<file path="config.mk">
export PLATFORM = sky130hd
export DESIGN_NAME = cont_cres_2dig
export DESIGN_NICKNAME = d
export VERILOG_FILES = /design/src/rtl/cont_cres_2dig_pkg.sv /design/src/rtl/cont_cres_2dig_cres.sv /design/src/rtl/cont_cres_2dig.sv
export SDC_FILE = /design/constraint.sdc
export NUM_CORES = 1
export LEC_CHECK = 0
export BUFFER_PORTS_ARGS = -buffer_cell sky130_fd_sc_hd__buf_2
export CAP_MARGIN = 20
export CORE_ASPECT_RATIO = 0.8
export CORE_MARGIN = 5
export CORE_UTILIZATION = 50
export DETAILED_ROUTE_END_ITERATION = 7
export PLACE_DENSITY = 0.8
export SYNTH_ARGS = -nofsm -noshare
export SYNTH_HDL_FRONTEND = slang
export SYNTH_SLANG_ARGS = --single-unit
</file>
<file path="constraint.sdc">
create_clock -name clk_i -period 2.6 [get_ports clk_i]
set_input_delay 0.39 -clock clk_i [delete_from_list [all_inputs] [get_ports clk_i]]
set_output_delay 0.39 -clock clk_i [all_outputs]
set_load 0.1 [all_outputs]
</file>
<file path="src/rtl/cont_cres_2dig_pkg.sv">
// +--------------------------------------------------------------------+
// | cont_cres_2dig_pkg : BCD digit type, limits and helpers (rev 1.0)    |
// +--------------------------------------------------------------------+
`default_nettype none

package cont_cres_2dig_pkg;

  localparam int unsigned BCD_MAX = 9;

  typedef logic [3:0] bcd_t;

  function automatic bcd_t clamp_bcd(input bcd_t d);
    return (d > bcd_t'(BCD_MAX)) ? bcd_t'(BCD_MAX) : d;
  endfunction

  function automatic bcd_t bcd_inc(input bcd_t d);
    return (d == bcd_t'(BCD_MAX)) ? bcd_t'(0) : d + bcd_t'(1);
  endfunction

endpackage

`default_nettype wire

</file>
<file path="src/rtl/cont_cres_2dig_cres.sv">
// +--------------------------------------------------------------------+
// | cont_cres : one up-counting BCD decade with clear/load (rev 1.0)     |
// +--------------------------------------------------------------------+
`default_nettype none

module cont_cres
  import cont_cres_2dig_pkg::*;
(
  input  logic clk_i,
  input  logic rst_ni,
  input  logic en_i,
  input  logic clr_i,
  input  logic ld_i,
  input  bcd_t d_i,
  output bcd_t q_o,
  output logic co_o
);

  bcd_t q_q;
  bcd_t q_d;

  always_comb begin
    q_d = q_q;
    if (clr_i) begin
      q_d = '0;
    end else if (ld_i) begin
      q_d = clamp_bcd(d_i);
    end else if (en_i) begin
      q_d = bcd_inc(q_q);
    end
  end

  always_ff @(posedge clk_i or negedge rst_ni) begin
    if (!rst_ni) begin
      q_q <= '0;
    end else begin
      q_q <= q_d;
    end
  end

  assign q_o  = q_q;
  assign co_o = en_i & (q_q == bcd_t'(BCD_MAX));

endmodule

`default_nettype wire

</file>
<file path="src/rtl/cont_cres_2dig.sv">
// +--------------------------------------------------------------------+
// | cont_cres_2dig : two-digit BCD counter with limit, wrap/hold (rev 1.0)|
// +--------------------------------------------------------------------+
`default_nettype none

module cont_cres_2dig
  import cont_cres_2dig_pkg::*;
#(
  parameter bit WRAP = 1'b1
) (
  input  logic clk_i,
  input  logic rst_ni,
  input  logic en_i,
  input  logic clr_i,
  input  logic ld_i,
  input  bcd_t d1_i,
  input  bcd_t d0_i,
  input  bcd_t lim1_i,
  input  bcd_t lim0_i,
  output bcd_t q1_o,
  output bcd_t q0_o,
  output logic tc_o,
  output logic done_o
);

  logic [7:0] w_lim_eff;
  logic [7:0] w_q;
  logic [7:0] w_inc;
  logic       w_at_lim;
  logic       w_wrap_clr;
  logic       w_dig_clr;
  logic       w_unit_en;
  logic       w_unit_co;
  logic       w_tens_co;
  logic       done_q;
  logic       done_d;

  assign w_lim_eff = {clamp_bcd(lim1_i), clamp_bcd(lim0_i)};
  assign w_q       = {q1_o, q0_o};
  assign w_at_lim  = (w_q == w_lim_eff);

  // Value the pair would take after a plain increment, used to spot arrival.
  assign w_inc[3:0] = bcd_inc(q0_o);
  assign w_inc[7:4] = (q0_o == bcd_t'(BCD_MAX)) ? bcd_inc(q1_o) : q1_o;

  // At the limit the units never count: either both digits clear (wrap) or hold.
  assign w_wrap_clr = en_i & w_at_lim & WRAP & ~ld_i;
  assign w_dig_clr  = clr_i | w_wrap_clr;
  assign w_unit_en  = en_i & ~w_at_lim;

  cont_cres u_units (
    .clk_i  (clk_i),
    .rst_ni (rst_ni),
    .en_i   (w_unit_en),
    .clr_i  (w_dig_clr),
    .ld_i   (ld_i),
    .d_i    (d0_i),
    .q_o    (q0_o),
    .co_o   (w_unit_co)
  );

  cont_cres u_tens (
    .clk_i  (clk_i),
    .rst_ni (rst_ni),
    .en_i   (w_unit_co),
    .clr_i  (w_dig_clr),
    .ld_i   (ld_i),
    .d_i    (d1_i),
    .q_o    (q1_o),
    .co_o   (w_tens_co)
  );

  // Wrapping out of the limit is not an arrival, so it never pulses Done.
  always_comb begin
    done_d = en_i & ~clr_i & ~ld_i & ~w_at_lim & (w_inc == w_lim_eff);
  end

  always_ff @(posedge clk_i or negedge rst_ni) begin
    if (!rst_ni) begin
      done_q <= 1'b0;
    end else begin
      done_q <= done_d;
    end
  end

  assign tc_o   = w_at_lim;
  assign done_o = done_q;

  logic w_unused;
  assign w_unused = w_tens_co;

endmodule

`default_nettype wire

</file>
==> After elaboration in Yosys (flattened, before gate mapping) <==
Cells that the tools add are included.
Widths: inputs -> output; s select.
{ "totals": {"regBits": 9, "inputBits": 21, "out_inout_bits": 10, "word_cells": 40} }
{ "op_classes": {"n_addsub": 2, "order_cmp": 4, "eq_ne": 4, "mux": 13, "bitwise_logic": 12, "n_reduce_logical": 2} }
{ "op_table": {"columns": ["operator", "n"], "rows": [
  ["$mux 4", 13],
  ["$eq 8x8->1", 2],
  ["$gt 4x4->1 const B", 4],
  ["$add 4x1->4 const B", 2],
  ["$and 1x1->1", 8],
  ["$eq 4x4->1 const B", 2],
  ["$reduce_bool 3->1", 2],
  ["$not 1->1", 3],
  ["$or 1x1->1", 1]
]} }

==> Logic depth before layout (Yosys ltp) <==
{ "depth": {"depth_word": 9, "depth_mapped": 8, "ltp_nobuf": 8} }

==> Cells and area by module <==
From an unflattened synthesis, not the netlist that was laid out.
{ "hier_totals": {"cells_unflattened": 159, "hier_area_um2": 1295.0} }
{ "modules_own_cells": {"columns": ["mod", "n_inst", "cells_per_inst", "area_each_um2", "seq_area_each_um2"], "rows": [
  ["cont_cres_2dig", 1, 89, 659.4, 25.0],
  ["cont_cres", 2, 35, 317.8, 100.1]
]} }

==> Worst setup path after synthesis <==
Ideal clock, no wire load.
{ "synth_path": {"path_type": "flip-flop to flip-flop", "start": "reg u_units.q_q[1] (netlist: u_units.q_o[1])", "end": "reg u_tens.q_q[0] (netlist: u_tens.q_o[0])", "setup_ns": 0.122, "arrival_time_ns": 2.809, "t_required_ns": 2.478, "path_slack_ns": -0.331, "path_stages_with_launch": 9, "n_path_buf": 1, "period_less_slack_ns": 2.931, "path_cell_list": "dfrtp_1 > clkbuf_8 > xor2_1 > nor3_1 > o21ai_0 > or4_4 > inv_2 > o21ai_2 > a32o_1"} }
{ "synth_via": {"elab_chain_cells": 5, "word_cells_on_any_way": 10, "classes_between": "eq/ne (2); mux (1); bitwise (6); reduce/logical (1)"} }
{ "synth_rtl": {"columns": ["item", "line_no", "text"], "rows": [
  ["start, declared", "cont_cres_2dig_cres.sv:19", "bcd_t q_q;"],
  ["start signal, assigned", "cont_cres_2dig_cres.sv:37", "q_q <= q_d;"],
  ["$eq 8x8->1 *", "cont_cres_2dig.sv:40", "assign w_at_lim = (w_q == w_lim_eff);"],
  ["named net tc_o", "cont_cres_2dig.sv:22", "output logic tc_o,"],
  ["$and 1x1->1 / $not 1->1 (equally long branches)", "cont_cres_2dig.sv:47, cont_cres_2dig.sv:49", null],
  ["$and 1x1->1 (on tied branches)", "cont_cres_2dig.sv:47, cont_cres_2dig.sv:49", null],
  ["$or 1x1->1 / $and 1x1->1 (equally long branches)", "cont_cres_2dig.sv:48, cont_cres_2dig_cres.sv:42", null],
  ["$reduce_bool 3->1 (no line) / $mux 4 (equally long branches)", null, null],
  ["end signal, assigned", "cont_cres_2dig_cres.sv:37", null],
  ["end, declared", "cont_cres_2dig_cres.sv:19", null]
]} }
The timed path passes the listed nets; every way through them passes the cells marked *.
A chain may end at the register's enable or synchronous reset.

==> Final worst setup path <==
{ "layout_path": {"start": "reg u_units.q_q[1] (netlist: u_units.q_o[1])", "end": "out tc_o"} }
{ "layout_via": {"elab_chain_cells": 1} }
{ "layout_rtl": {"columns": ["item", "line_no"], "rows": [
  ["$eq 8x8->1", "cont_cres_2dig.sv:40"],
  ["end, declared", "cont_cres_2dig.sv:22"]
]} }
No other way between the ends.

==> Implementation_results.wiki <==
{| class="wikitable"
! Metric !! Value
|-
| PwrDens || 383.1 nW/µm²
|-
| Vertical extent of the die || 52.64 µm
|-
| Fraction of the cycle the final worst path needs || 0.9199
|-
| Global Route Usage Sum || 0.1675
|-
| GR met1 Demand/Resource || 0.2384
|-
| Capture instance of the worst register-to-register path || u_tens.q_o[3]$_DFFE_PN0P_
|-
| Critical Path Source Type || flip-flop
|-
| Synth-to-layout area growth || 12.00%
|-
| Aggregate global routing overflow || 0
|-
| Standard cell core area || 2158 µm²
|-
| Maximum single-stage delay on the critical path || 550 ps
|-
| Average routed wire per standard cell || 14.19 µm
|-
| Number of hold violations in the final report || 0
|-
| Setup tns final || 0 ps
|-
| Clock Pin Slew Worst Setup and Hold Paths || 60 ps
|-
| Critical path buffers and inverters || 3
|-
| Clock tree from TritonCTS || yes
|-
| Proportion of layout cells with a drive suffix above 1 || 0.3018
|-
| Die ar. || 3332 µm²
|-
| Gate count after technology mapping || 145
|-
| WP data required || 2210 ps
|-
| Setup violation total in the final timing report || 0
|-
| H-tree levels || 1
|-
| Cells traversed along the worst timing path || inv_1, and3_2, o21ai_0, or4_4, inv_4, buf_12
|-
| First-pass DRT Iterations || 4
|-
| Worst hold path depth || 2
|-
| Synth unique cells || 44
|-
| Fill cell instance count of the final layout || 198
|-
| Minimum clock period after layout || 2392 ps
|-
| Worst clock skew || 4.574 ps
|-
| Most used cells in the layout excluding fill and tap cells || sky130_fd_sc_hd__buf_2, sky130_fd_sc_hd__nor2_1, sky130_fd_sc_hd__nand2_1
|-
| Number of global-route vias before repair || 996
|-
| Worst Path Max Fanout || 12
|-
| Global placement routability congestion || 0.7893
|-
| Terminating pin of the worst hold path || u_units.q_o[0]$_DFFE_PN0P_
|-
| Worst Min Path Start || clr_i
|-
| Most congested layer reported by global routing || met2
|-
| Diode count || 0
|-
| Part of the Yosys area used for sequential elements || 0.1982
|-
| Max Cap Viol || 0
|-
| Slew HR || 0.6700
|-
| Total count of max-transition violations in the final report || 0
|-
| Total nets after synthesis || 168
|-
| Number of clock sinks || 9
|-
| Reg2Reg Depth || 6
|-
| Avg Vias per Cell || 5.985
|-
| Clock root buffer || sky130_fd_sc_hd__clkbuf_4
|-
| RSZ-0062 raised after global routing || no
|-
| Cell with the biggest individual delay on the critical path || sky130_fd_sc_hd__or4_4
|-
| Site Rows || 15
|-
| Type of the tightest min-delay check || input pin to flip-flop
|-
| Highest attainable clock frequency || 0.4181 GHz
|-
| Capturing element type of the critical path || output port
|-
| Total power draw || 0.0004875 W
|-
| Worst vdd rail ir drop || 302.3 µV
|-
| WP data arrival || 2000 ps
|-
| Cell class contributing the biggest share of worst-path delay || simple AND/OR/NAND/NOR gates
|-
| Met2 capacity usage during global routing || 0.2560
|-
| HPWL Detailed || 2.195 mm
|-
| I/O pin count || 31
|-
| First-pass GRT wire length || 4.547 mm
|-
| GR Layer Usage met3 || 0.03004
|-
| Critical path start-end classification || flip-flop to output port
|-
| Number of buffers on the longest clock path || 2
|-
| Outcome || complete, no violations
|-
| X dimension of the die || 63.30 µm
|-
| Commonest non-fill, non-tap cell in the layout || sky130_fd_sc_hd__buf_2
|-
| Worst Max-Slew Pin Slew || 498.5 ps
|-
| Summed instance area of the synthesized netlist || 1136 µm²
|-
| Post-CTS Resized || 0
|-
| Initial antenna violation count || 0
|-
| Maximum number of pins on one net before global-route repair || 19
|-
| Flip-flop and latch count after synthesis || 9
|-
| Reg2reg start || u_units.q_o[1]$_DFFE_PN0P_
|-
| Number of buffers created by CTS || 3
|-
| Leakage dissipation || 0.5358 nW
|-
| Number of DRC markers after the initial detailed-route iteration || 74
|-
| Syn Area/Cell || 7.835 µm²
|-
| Count of vias placed by the detailed router || 1161
|-
| Slack of the worst reg-to-reg path || 530 ps
|-
| ANT nets after route || 0
|-
| Worst skew pair latency || 270 ps
|-
| Count of input and output buffers || 30
|-
| Placement Cell Area || 1236 µm²
|-
| Synth Warn # || 0
|-
| Final Routed Wirelength || 2.753 mm
|-
| Area of all placed cells without fillers || 1272 µm²
|-
| Starting density of the core || 0.5264
|-
| Final Hold Slack || 408.2 ps
|-
| Number of DRC violations after detailed routing || 0
|-
| Total Nets Final || 193
|}
what timing repair did:
action | 4_1_cts | 5_1_grt
hold buffers | 1 | 0
buffers inserted | 0 | 0
hold endpoints to repair | 9 | 0
worst max-delay path by stage:
stage,startpoint,end,slack (ps),cells past startpoint
after CTS,u_units.q_o[1]$_DFFE_PN0P_,tc_o,190,6
after global routing,u_units.q_o[0]$_DFFE_PN0P_,tc_o,120,6
after detailed placement,lim0_i[3],tc_o,370,7
after floorplan,u_units.q_o[1]$_DFFE_PN0P_,u_tens.q_o[3]$_DFFE_PN0P_,130,8
final,u_units.q_o[1]$_DFFE_PN0P_,tc_o,210,6
after global placement,lim0_i[3],tc_o,440,7
power by group:
part           leakage [nW]  total (W)  switching [W]  internal [W]
Clock                0.0150   0.000112      0.0000523     0.0000593
Combinational         0.412   0.000205       0.000134     0.0000710
Sequential            0.109   0.000170      0.0000215      0.000149
state kept, by name, indices dropped and copies added, names as in the netlist:
name	cells
u_tens.q_o	4
u_units.q_o	4
done_o	1
Yosys cell counts, drive strengths merged:
library cell | n | area share
a211oi | 2 | 0.013
a21o | 1 | 0.0066
a21oi | 7 | 0.031
a221oi | 1 | 0.0077
a2bb2oi | 1 | 0.0077
a31o | 1 | 0.015
a31oi | 5 | 0.028
a32o | 4 | 0.035
and3 | 2 | 0.013
and3b | 1 | 0.0077
and4bb | 2 | 0.022
buf | 7 | 0.056
clkbuf | 4 | 0.040
dfrtp | 9 | 0.20
ha | 2 | 0.022
inv | 9 | 0.030
mux2 | 1 | 0.0099
mux2i | 1 | 0.0088
nand2 | 13 | 0.043
nand2b | 1 | 0.0055
nand3 | 3 | 0.013
nand4 | 1 | 0.0055
nand4bb | 1 | 0.0099
nor2 | 15 | 0.056
nor2b | 1 | 0.0055
nor3 | 10 | 0.044
nor3b | 2 | 0.013
nor4 | 1 | 0.0055
nor4b | 1 | 0.0077
o211ai | 1 | 0.0066
o21a | 2 | 0.013
o21ai | 12 | 0.056
o221ai | 2 | 0.015
o2bb2ai | 4 | 0.031
o32a | 3 | 0.026
or3 | 2 | 0.011
or4 | 1 | 0.0099
xnor2 | 8 | 0.062
xor2 | 1 | 0.0077
cells by family after synthesis:
logic type | Yosys count | share of synthesized area
flops | 9 | 0.1982
xor+xnor | 9 | 0.06939
fa+ha+maj | 2 | 0.02202
buf+inv | 20 | 0.1255
simple gates | 57 | 0.2731
mux | 2 | 0.01872
compound gates | 46 | 0.2930
final cells by class:
cell class,count,area (µm²),area share
multi-input cells,116,768.2,0.6037
flip-flops and latches,9,235.2,0.1849
repair buffers,31,175.2,0.1377
inverters,9,36.28,0.02852
well taps,25,31.28,0.02458
clock buffers,4,26.28,0.02065
metal layers:
layer | routed length, µm | vias to the layer above
met5 | 0 | -
met4 | 23 | 0
met3 | 221 | 3
met2 | 1210 | 46
met1 | 1297 | 518
li1 | - | 594
metrics by stage:
stage	setup slack (ps)	cells	util
2_1_floorplan	126.9	145	-
3_3_place_gp	442.3	189	0.5728
3_5_place_dp	365.2	189	0.5728
4_1_cts	191.3	194	0.5896
5_1_grt	124.5	194	0.5896
6_report	208.2	194	0.5896
Power figures use the tool's default switching activity.
